File: config.mk
export PLATFORM = sky130hd
export DESIGN_NAME = ahb3lite_arbiter
export DESIGN_NICKNAME = d
export VERILOG_FILES = /design/src/rtl/ahb3lite_arbiter.sv
export SDC_FILE = /design/constraint.sdc
export NUM_CORES = 1
export LEC_CHECK = 0
export CAP_MARGIN = 20
export CELL_PAD_IN_SITES_DETAIL_PLACEMENT = 1
export CELL_PAD_IN_SITES_GLOBAL_PLACEMENT = 2
export CORE_UTILIZATION = 14
export CTS_CLUSTER_DIAMETER = 100
export DETAILED_ROUTE_END_ITERATION = 16
export PLACE_DENSITY_LB_ADDON = 0.1
export SLEW_MARGIN = 20
export SYNTH_ARGS = -nofsm -noshare
export SYNTH_HDL_FRONTEND = slang
export SYNTH_SLANG_ARGS = --single-unit
File: constraint.sdc
create_clock -name HCLK -period 2.6 [get_ports HCLK]
set_input_delay 0.26 -clock HCLK [delete_from_list [all_inputs] [get_ports HCLK]]
set_output_delay 0.26 -clock HCLK [all_outputs]
set_load 0.01 [all_outputs]
File: src/rtl/ahb3lite_arbiter.sv
// Two-master AHB3-Lite arbiter: round-robin with burst-boundary handover, a beat quota,
// one forced-IDLE handover cycle and parking on the last owner.
module ahb3lite_arbiter #(
  parameter int unsigned ADDR_W   = 32,
  parameter int unsigned HOLD_MAX = 16,
  parameter int unsigned CNT_W    = 5
) (
  input  logic              HCLK,
  input  logic              HRESETn,
  input  logic              m0_HBUSREQ,
  input  logic [ADDR_W-1:0] m0_HADDR,
  input  logic [1:0]        m0_HTRANS,
  input  logic              m0_HWRITE,
  input  logic [2:0]        m0_HSIZE,
  input  logic [2:0]        m0_HBURST,
  input  logic              m1_HBUSREQ,
  input  logic [ADDR_W-1:0] m1_HADDR,
  input  logic [1:0]        m1_HTRANS,
  input  logic              m1_HWRITE,
  input  logic [2:0]        m1_HSIZE,
  input  logic [2:0]        m1_HBURST,
  input  logic              HREADY,
  output logic [1:0]        o_HGRANT,
  output logic [ADDR_W-1:0] HADDR,
  output logic [1:0]        HTRANS,
  output logic              HWRITE,
  output logic [2:0]        HSIZE,
  output logic [2:0]        HBURST,
  output logic              HMASTER
);

  localparam logic [1:0] TrIdle   = 2'b00;
  localparam logic [1:0] TrNonseq = 2'b10;
  localparam logic [1:0] TrSeq    = 2'b11;

  typedef enum logic {StOwn, StHandover} state_e;

  state_e           state_q, state_d;
  logic             owner_q, owner_d;
  logic [1:0]       grant_q, grant_d;
  logic             hmaster_q, hmaster_d;
  logic [3:0]       remaining_q, remaining_d;
  logic [CNT_W-1:0] beat_cnt_q, beat_cnt_d, beat_cnt_upd;

  logic       own_req, other_req;
  logic [1:0] own_trans;
  logic [2:0] own_burst;
  logic       accepted, boundary, quota_hit, handover;

  // Beats still to come after a NONSEQ; INCR counts as 0 so it can be broken every beat.
  function automatic logic [3:0] burst_rem(input logic [2:0] burst);
    case (burst)
      3'd2, 3'd3: burst_rem = 4'd3;
      3'd4, 3'd5: burst_rem = 4'd7;
      3'd6, 3'd7: burst_rem = 4'd15;
      default:    burst_rem = 4'd0;
    endcase
  endfunction

  always_comb begin
    if (owner_q) begin
      own_req   = m1_HBUSREQ;
      other_req = m0_HBUSREQ;
      own_trans = m1_HTRANS;
      own_burst = m1_HBURST;
      HADDR     = m1_HADDR;
      HWRITE    = m1_HWRITE;
      HSIZE     = m1_HSIZE;
    end else begin
      own_req   = m0_HBUSREQ;
      other_req = m1_HBUSREQ;
      own_trans = m0_HTRANS;
      own_burst = m0_HBURST;
      HADDR     = m0_HADDR;
      HWRITE    = m0_HWRITE;
      HSIZE     = m0_HSIZE;
    end
  end

  // Bookkeeping for the cycle in progress; boundary and quota look at the updated values.
  always_comb begin
    HBURST = own_burst;
    HTRANS = own_trans;
    if (state_q == StHandover || (!own_req && own_trans == TrNonseq)) begin
      HTRANS = TrIdle;
    end
    accepted = HREADY && HTRANS[1];

    remaining_d = remaining_q;
    if (accepted && HTRANS == TrNonseq) begin
      remaining_d = burst_rem(own_burst);
    end else if (accepted && HTRANS == TrSeq && remaining_q != 4'd0) begin
      remaining_d = remaining_q - 4'd1;
    end

    beat_cnt_upd = beat_cnt_q;
    if (accepted && beat_cnt_q < CNT_W'(HOLD_MAX)) begin
      beat_cnt_upd = beat_cnt_q + CNT_W'(1);
    end

    boundary  = HREADY && remaining_d == 4'd0;
    quota_hit = beat_cnt_upd >= CNT_W'(HOLD_MAX);
  end

  always_comb begin
    state_d = state_q;
    unique case (state_q)
      StOwn: begin
        if (boundary && other_req && (!own_req || quota_hit)) begin
          state_d = StHandover;
        end
      end
      StHandover: state_d = StOwn;
    endcase
  end

  always_comb begin
    handover   = state_q == StOwn && state_d == StHandover;
    owner_d    = handover ? ~owner_q : owner_q;
    grant_d    = grant_q;
    beat_cnt_d = beat_cnt_upd;
    if (handover) begin
      grant_d    = owner_q ? 2'b01 : 2'b10;
      beat_cnt_d = '0;
    end
    hmaster_d = HREADY ? owner_q : hmaster_q;
  end

  always_ff @(posedge HCLK) begin
    if (!HRESETn) begin
      state_q     <= StOwn;
      owner_q     <= 1'b0;
      grant_q     <= 2'b01;
      hmaster_q   <= 1'b0;
      remaining_q <= 4'd0;
      beat_cnt_q  <= '0;
    end else begin
      state_q     <= state_d;
      owner_q     <= owner_d;
      grant_q     <= grant_d;
      hmaster_q   <= hmaster_d;
      remaining_q <= remaining_d;
      beat_cnt_q  <= beat_cnt_d;
    end
  end

  assign o_HGRANT = grant_q;
  assign HMASTER  = hmaster_q;

endmodule

==> results.json, run 1 <==
{
  "yosysWarnings": 0,
  "fmax_ghz": 0.4086,
  "hold_end": "o_HGRANT[0]$_SDFFE_PN1P_",
  "syn-instance-count": 148,
  "r2r_end": "o_HGRANT[0]$_SDFFE_PN1P_",
  "num_rows": 34,
  "detail-route-antenna-nets": 0,
  "hold_viol": 0,
  "r2r-start": "remaining_q[0]$_SDFF_PN0_",
  "hpwl_mm": 5.205,
  "clock_sinks": 13,
  "status": "finished, violations left",
  "clkLatencyLatePin_ns": 0.24,
  "async_flop_share_pct": 0,
  "area_growth_syn_to_layout_pct": 117.0,
  "start_kind": "flop",
  "final_common_cell": "clkdlybuf4s50_1",
  "min_delay_path_depth": 2,
  "stdcell_area_um2": 2799,
  "finalWirelength_mm": 6.013,
  "synthDistinctLibCells": 35,
  "peakVddDrop_uv": 117.2,
  "yosysTopAreaCell": "mux2_2",
  "postCtsHoldBufs": 0,
  "port_buffers": 130,
  "avgRoutedWirePerCell_um": 15.42,
  "worst_hold_path_type": "flop to flop",
  "grt_pass1_vias": 1901,
  "worstSetupPathType": "flop to flop",
  "post-route-period-util_pct": 94.12,
  "ys_seq_area_share_pct": 20.17,
  "grt_pass1_wl_mm": 9.611,
  "place_area_um2": 2743,
  "yosys_register_bits": 13,
  "worstHoldStart": "o_HGRANT[0]$_SDFFE_PN1P_",
  "syn_nets": 237,
  "crit_fanout": 5,
  "setup_violations": 0,
  "leakage_uw": 0.0009885,
  "path_clk_slew_ns": 0.06,
  "worstPathRequired_ns": 2.76,
  "track_usage_pct": 12.72,
  "drive_above_1_share_pct": 18.86,
  "drtIter0Drc": 27,
  "cts_root_buf": "clkbuf_8",
  "grt_overflow": 0,
  "reg2reg_depth": 8,
  "layout_common_cells": "130 x clkdlybuf4s50_1, 40 x mux2_2, 13 x nor2_1, 12 x dfxtp_1, 8 x o21ai_0",
  "die_width_um": 97.99,
  "cts_setup_buffers": 0,
  "die_area_um2": 9602,
  "max_slew_margin_pct": 69.04,
  "multi_input_area_um2": 985.9,
  "r2r_slack_ns": 0.15,
  "syn_avg_cell_area_um2": 8.716,
  "ff_latch_area_um2": 261.5,
  "htreeDepth": 1,
  "core_um2": 8806,
  "vias": 1658,
  "cts_buffer_depth": 2,
  "synth_edf_count": 0,
  "skew_ns": 0.005189,
  "min_period_ns": 2.447,
  "maxCapViolations": 0,
  "grt_max_degree": 39,
  "viasPerCell": 4.251,
  "syn_area_um2": 1290,
  "finalNetCount": 371,
  "p_per_area_nw_per_um2": 319.3,
  "tightest_slew_ns": 0.4645,
  "setup_slack_ns": 0.1528,
  "first_pass_iters": 9,
  "fillers": 1021,
  "start_util_pct": 14.65,
  "pre_cts_ws_ns": -0.006843,
  "cts_tree": "done",
  "cts_buffers": 3,
  "synth_ff_type": "dfxtp_1",
  "arrival_ns": 2.61,
  "cts_resized": 0,
  "synth_area_leaders": "mux2_2 35%, dfxtp_1 20%, mux2i_1 3.9%",
  "synth_top_area_share_pct": 34.92,
  "gp_congestion": 0.7268,
  "drv_slew": 0,
  "p_total_uw": 893.6,
  "ios": 131,
  "grt_antenna_before_repair": 1,
  "dieHeight_um": 97.99,
  "violations": "design-rule violations",
  "drc": 1,
  "cp-end-kind": "flop"
}
## sequential cells by signal, indices dropped and copies added (netlist names), named ones only
signal,count
o_HGRANT,1
HMASTER,1
beat_cnt_q,4
owner_q,1
remaining_q,4
state_q,1
## layout make-up
type                    count  area share (%)
diodes                      1         0.08941
clock buffers               4           1.609
inverters                   6          0.8047
multi-input cells         122           35.23
flip-flops and latches     13           9.343
well taps                 108           4.828
repair buffers            136           48.10
## cell usage after synthesis, types with 2 or more instances
cell type and instances:
mux2_2 40, dfxtp_1 13, nor2_1 13, o21ai_0 8
clkbuf_1 6, inv_1 6, nand2_1 6, nor2b_1 6
mux2i_1 5, nor3_1 5, nand2b_1 4, a21boi_0 3
nor3b_1 3, o211ai_1 3, a31oi_1 2, and2_1 2
ha_1 2, nand3_1 2, nand4_1 2, xor2_1 2
## worst max-delay path by stage
| stage | start | depth (start not counted) | to | slack, ns |
|---|---|---|---|---|
| 2_1_floorplan | remaining_q[0]$_SDFF_PN0_ | 8 | flop | 0.36 |
| 3_3_place_gp | m1_HTRANS[0] | 7 | beat_cnt_q[1]$_SDFF_PP0_ | 0.12 |
| 3_5_place_dp | m1_HTRANS[0] | 7 | beat_cnt_q[3]$_SDFF_PP0_ | -0.007 |
| 4_1_cts | remaining_q[0]$_SDFF_PN0_ | 8 | beat_cnt_q[3]$_SDFF_PP0_ | 0.03 |
| 5_1_grt | remaining_q[0]$_SDFF_PN0_ | 8 | o_HGRANT[0]$_SDFFE_PN1P_ | -0.01 |
| 6_report | remaining_q[0]$_SDFF_PN0_ | 8 | o_HGRANT[0]$_SDFFE_PN1P_ | 0.15 |
## power by group
part | switching, uW | leakage, uW | internal [uW]
Sequential | 12.1 | 0.000106 | 209
Clock | 68.3 | 0.0000228 | 108
Combinational | 181 | 0.000860 | 315
## critical path, cell delays in order, from the launching register on
cell and delay, ns:
dfxtp_1 0.39, inv_1 0.08, ha_1 0.23, nor3b_1 0.18, or4b_1 0.50, a211oi_2 0.27, a31oi_1 0.20, or3_1 0.42
o211ai_1 0.09
## stage by stage
stage	utilization (%)	setup TNS, ns	cells	hold slack (ns)
after CTS	31.66	0	389	0.5152
after detailed placement	31.15	-0.007994	385	0.5067
after global placement	31.15	0	385	0.5027
after floorplan	-	0	148	0.4338
final	31.78	0	390	0.5092
after global routing	31.78	-0.01016	390	0.5457
## logic make-up after synthesis
logic type | count (synthesis) | share of synthesized area (%)
compound gates | 23 | 12.42
flops | 13 | 20.17
xor+xnor | 3 | 2.037
buf+inv | 13 | 4.074
fa+ha+maj | 2 | 1.940
simple gates | 49 | 20.56
mux | 45 | 38.80
## per-layer routing
metal  wire (um)  track usage (%)
met2        2805            21.51
met5           0                0
met1        2547            14.33
met3         591            5.225
met4          69            4.545
Power figures use the tool's default switching activity.
==> run 2, diff against run 1 <==
--- a/config.mk
+++ b/config.mk
@@ -5,7 +5,6 @@
 export SDC_FILE = /design/constraint.sdc
 export NUM_CORES = 1
 export LEC_CHECK = 0
-export CAP_MARGIN = 20
 export CELL_PAD_IN_SITES_DETAIL_PLACEMENT = 1
 export CELL_PAD_IN_SITES_GLOBAL_PLACEMENT = 2
 export CORE_UTILIZATION = 14
==> constraint.sdc (replaced) <==
create_clock -name HCLK -period 2.6 [get_ports HCLK]
set_input_delay 0.26 -clock HCLK [delete_from_list [all_inputs] [get_ports HCLK]]
set_output_delay 0.26 -clock HCLK [all_outputs]
set_load 0.1 [all_outputs]
==> run 2 against run 1 <==
  * The run still ends with design-rule violations left
  * Final area shrank 2.8%
  * Count of clock-buffer cells in the layout down 1
  * Critical path type unchanged
  * First-iteration DRC count decreased by 41%
==> results.json, run 2 (same netlist as run 1, synthesis figures left out) <==
{
  "area_growth_syn_to_layout_pct": 110.9,
  "start_util_pct": 14.65,
  "worstSetupPathType": "flop to flop",
  "num_rows": 34,
  "p_per_area_nw_per_um2": 483.4,
  "worst_hold_path_type": "flop to flop",
  "grt_max_degree": 35,
  "use_met2_pct": 21.34,
  "drv_slew": 0,
  "tns_ns": 0,
  "clock_sinks": 13,
  "rsz0062_at_grt": "no",
  "finalNetCount": 371,
  "min_period_ns": 2.401,
  "final_common_cell": "clkdlybuf4s50_1",
  "die_area_um2": 9602,
  "postCtsHoldBufs": 0,
  "layout_common_cells": "86 x clkdlybuf4s50_1, 48 x buf_4, 40 x mux2_2, 13 x nor2_1, 11 x dfxtp_1",
  "vias": 1643,
  "cts_resized": 0,
  "cp-end-kind": "flop",
  "grt-busiest-layer": "met2",
  "grt_antenna_before_repair": 0,
  "cts_buffers": 3,
  "met1_usage_pct": 13.11,
  "die_width_um": 97.99,
  "max_stage_delay_ns": 0.49,
  "fmax_ghz": 0.4165,
  "cts_root_buf": "clkbuf_8",
  "critPathTopFamily": "simple AND/OR/NAND/NOR gates",
  "diodes": 0,
  "leakage_uw": 0.001042,
  "peakVddDrop_uv": 248.8,
  "grt_overflow": 0,
  "violations": "design-rule violations",
  "maxCapViolations": 0,
  "crit_slowest_cell": "or4b_1",
  "status": "finished, violations left",
  "placedCellCount": 385,
  "hold_viol": 0,
  "grt_use_met3_pct": 5.512,
  "grt_pass1_vias": 1860,
  "crit_fanout": 5,
  "gp_congestion": 0.7264,
  "stdcell_count": 389,
  "finalWirelength_mm": 5.837,
  "arrival_ns": 2.57,
  "skew_ns": 0.004048,
  "drive_above_1_share_pct": 35.59,
  "path_buf_inv": 1,
  "drtIter0Drc": 16,
  "tightest_slew_ns": 0.4571,
  "crit_chain": "inv_1, ha_1, nor3b_1, or4b_1, a211oi_2, a31oi_2, nor3_2, mux2i_1",
  "clkLatencyLatePin_ns": 0.24,
  "track_usage_pct": 12.18,
  "first_pass_iters": 10,
  "post-route-period-util_pct": 92.35,
  "setup_violations": 0,
  "multi_input_area_um2": 992.2,
  "cts_setup_buffers": 0,
  "path_clk_slew_ns": 0.06,
  "dieHeight_um": 97.99,
  "grt_pass1_wl_mm": 9.142,
  "core_um2": 8806,
  "port_buffers": 130,
  "drc": 1,
  "viasPerCell": 4.224,
  "worstPathRequired_ns": 2.77,
  "htreeDepth": 1,
  "top_regs": "beat_cnt_q: 4 flops, remaining_q: 4 flops",
  "fillers": 1013,
  "avgRoutedWirePerCell_um": 15.01,
  "ff_latch_area_um2": 262.8,
  "hpwl_mm": 5.152,
  "cts_buffer_depth": 2,
  "start_kind": "flop",
  "max_slew_margin_pct": 69.39,
  "ios": 131,
  "cts_tree": "done",
  "detail-route-antenna-nets": 0
}
==> run 2: cell types whose count changed in the layout (fill, tap and decap cells not counted), sizes merged <==
| cell | before | now |
|---|---|---|
| clkdlybuf4s50 | 130 | 86 |
| clkbuf | 4 | 3 |
| clkinv | 0 | 1 |
| diode | 1 | 0 |
| buf | 6 | 50 |
==> run 2: final timing paths <==
kind / from / endpoint / slack (ns) / cells past startpoint
max reg2reg: remaining_q[0]$_SDFF_PN0_ / owner_q$_SDFFE_PN0P_ / 0.20 / 8
max: remaining_q[0]$_SDFF_PN0_ / owner_q$_SDFFE_PN0P_ / 0.20 / 8
min reg2reg: o_HGRANT[0]$_SDFFE_PN1P_ / o_HGRANT[0]$_SDFFE_PN1P_ / 0.50 / 2
min: o_HGRANT[0]$_SDFFE_PN1P_ / o_HGRANT[0]$_SDFFE_PN1P_ / 0.50 / 2
==> run 2: stage by stage <==
stage          total power, uW  hold slack, ns  worst slack [ns]  instance area [um2]  util [%]
2_1_floorplan            853.0          0.4338            0.2788                 1290         -
3_5_place_dp              1136          0.5031           0.06072                 2658     30.18
4_1_cts                   1329          0.5127           0.07105                 2704     30.70
6_report                  1315          0.5014            0.1988                 2720     30.89
3_3_place_gp              1139          0.5023            0.1070                 2658     30.18
5_1_grt                   1374          0.5291           0.04735                 2720     30.89
==> run 2: worst min-delay path, stage by stage, from the launching register on <==
cell      delay [ns]
dfxtp_1         0.31
inv_1           0.05
o211ai_1        0.09
==> run 2: area by class of cell <==
type	count	share of cell area, %
multi-input combinational	122	36.48
sequential	13	9.660
tap	108	4.968
clock buffer	3	1.518
timing repair buffer	136	46.37
inverter	6	0.8280
clock inverter	1	0.1840
==> run 2: layer usage <==
metal / share of wire (%) / routed length, um / vias to the layer above
li1: - / - / 808
met1: 40 / 2317 / 747
met2: 47 / 2748 / 82
met3: 12 / 692 / 6
met4: 1.3 / 78 / 0
met5: 0 / 0 / -
==> run 2: power breakdown <==
group	switching, uW	internal (uW)	total, uW
combinational	606	301	908
sequential	12.4	209	222
clock	79.6	106	186
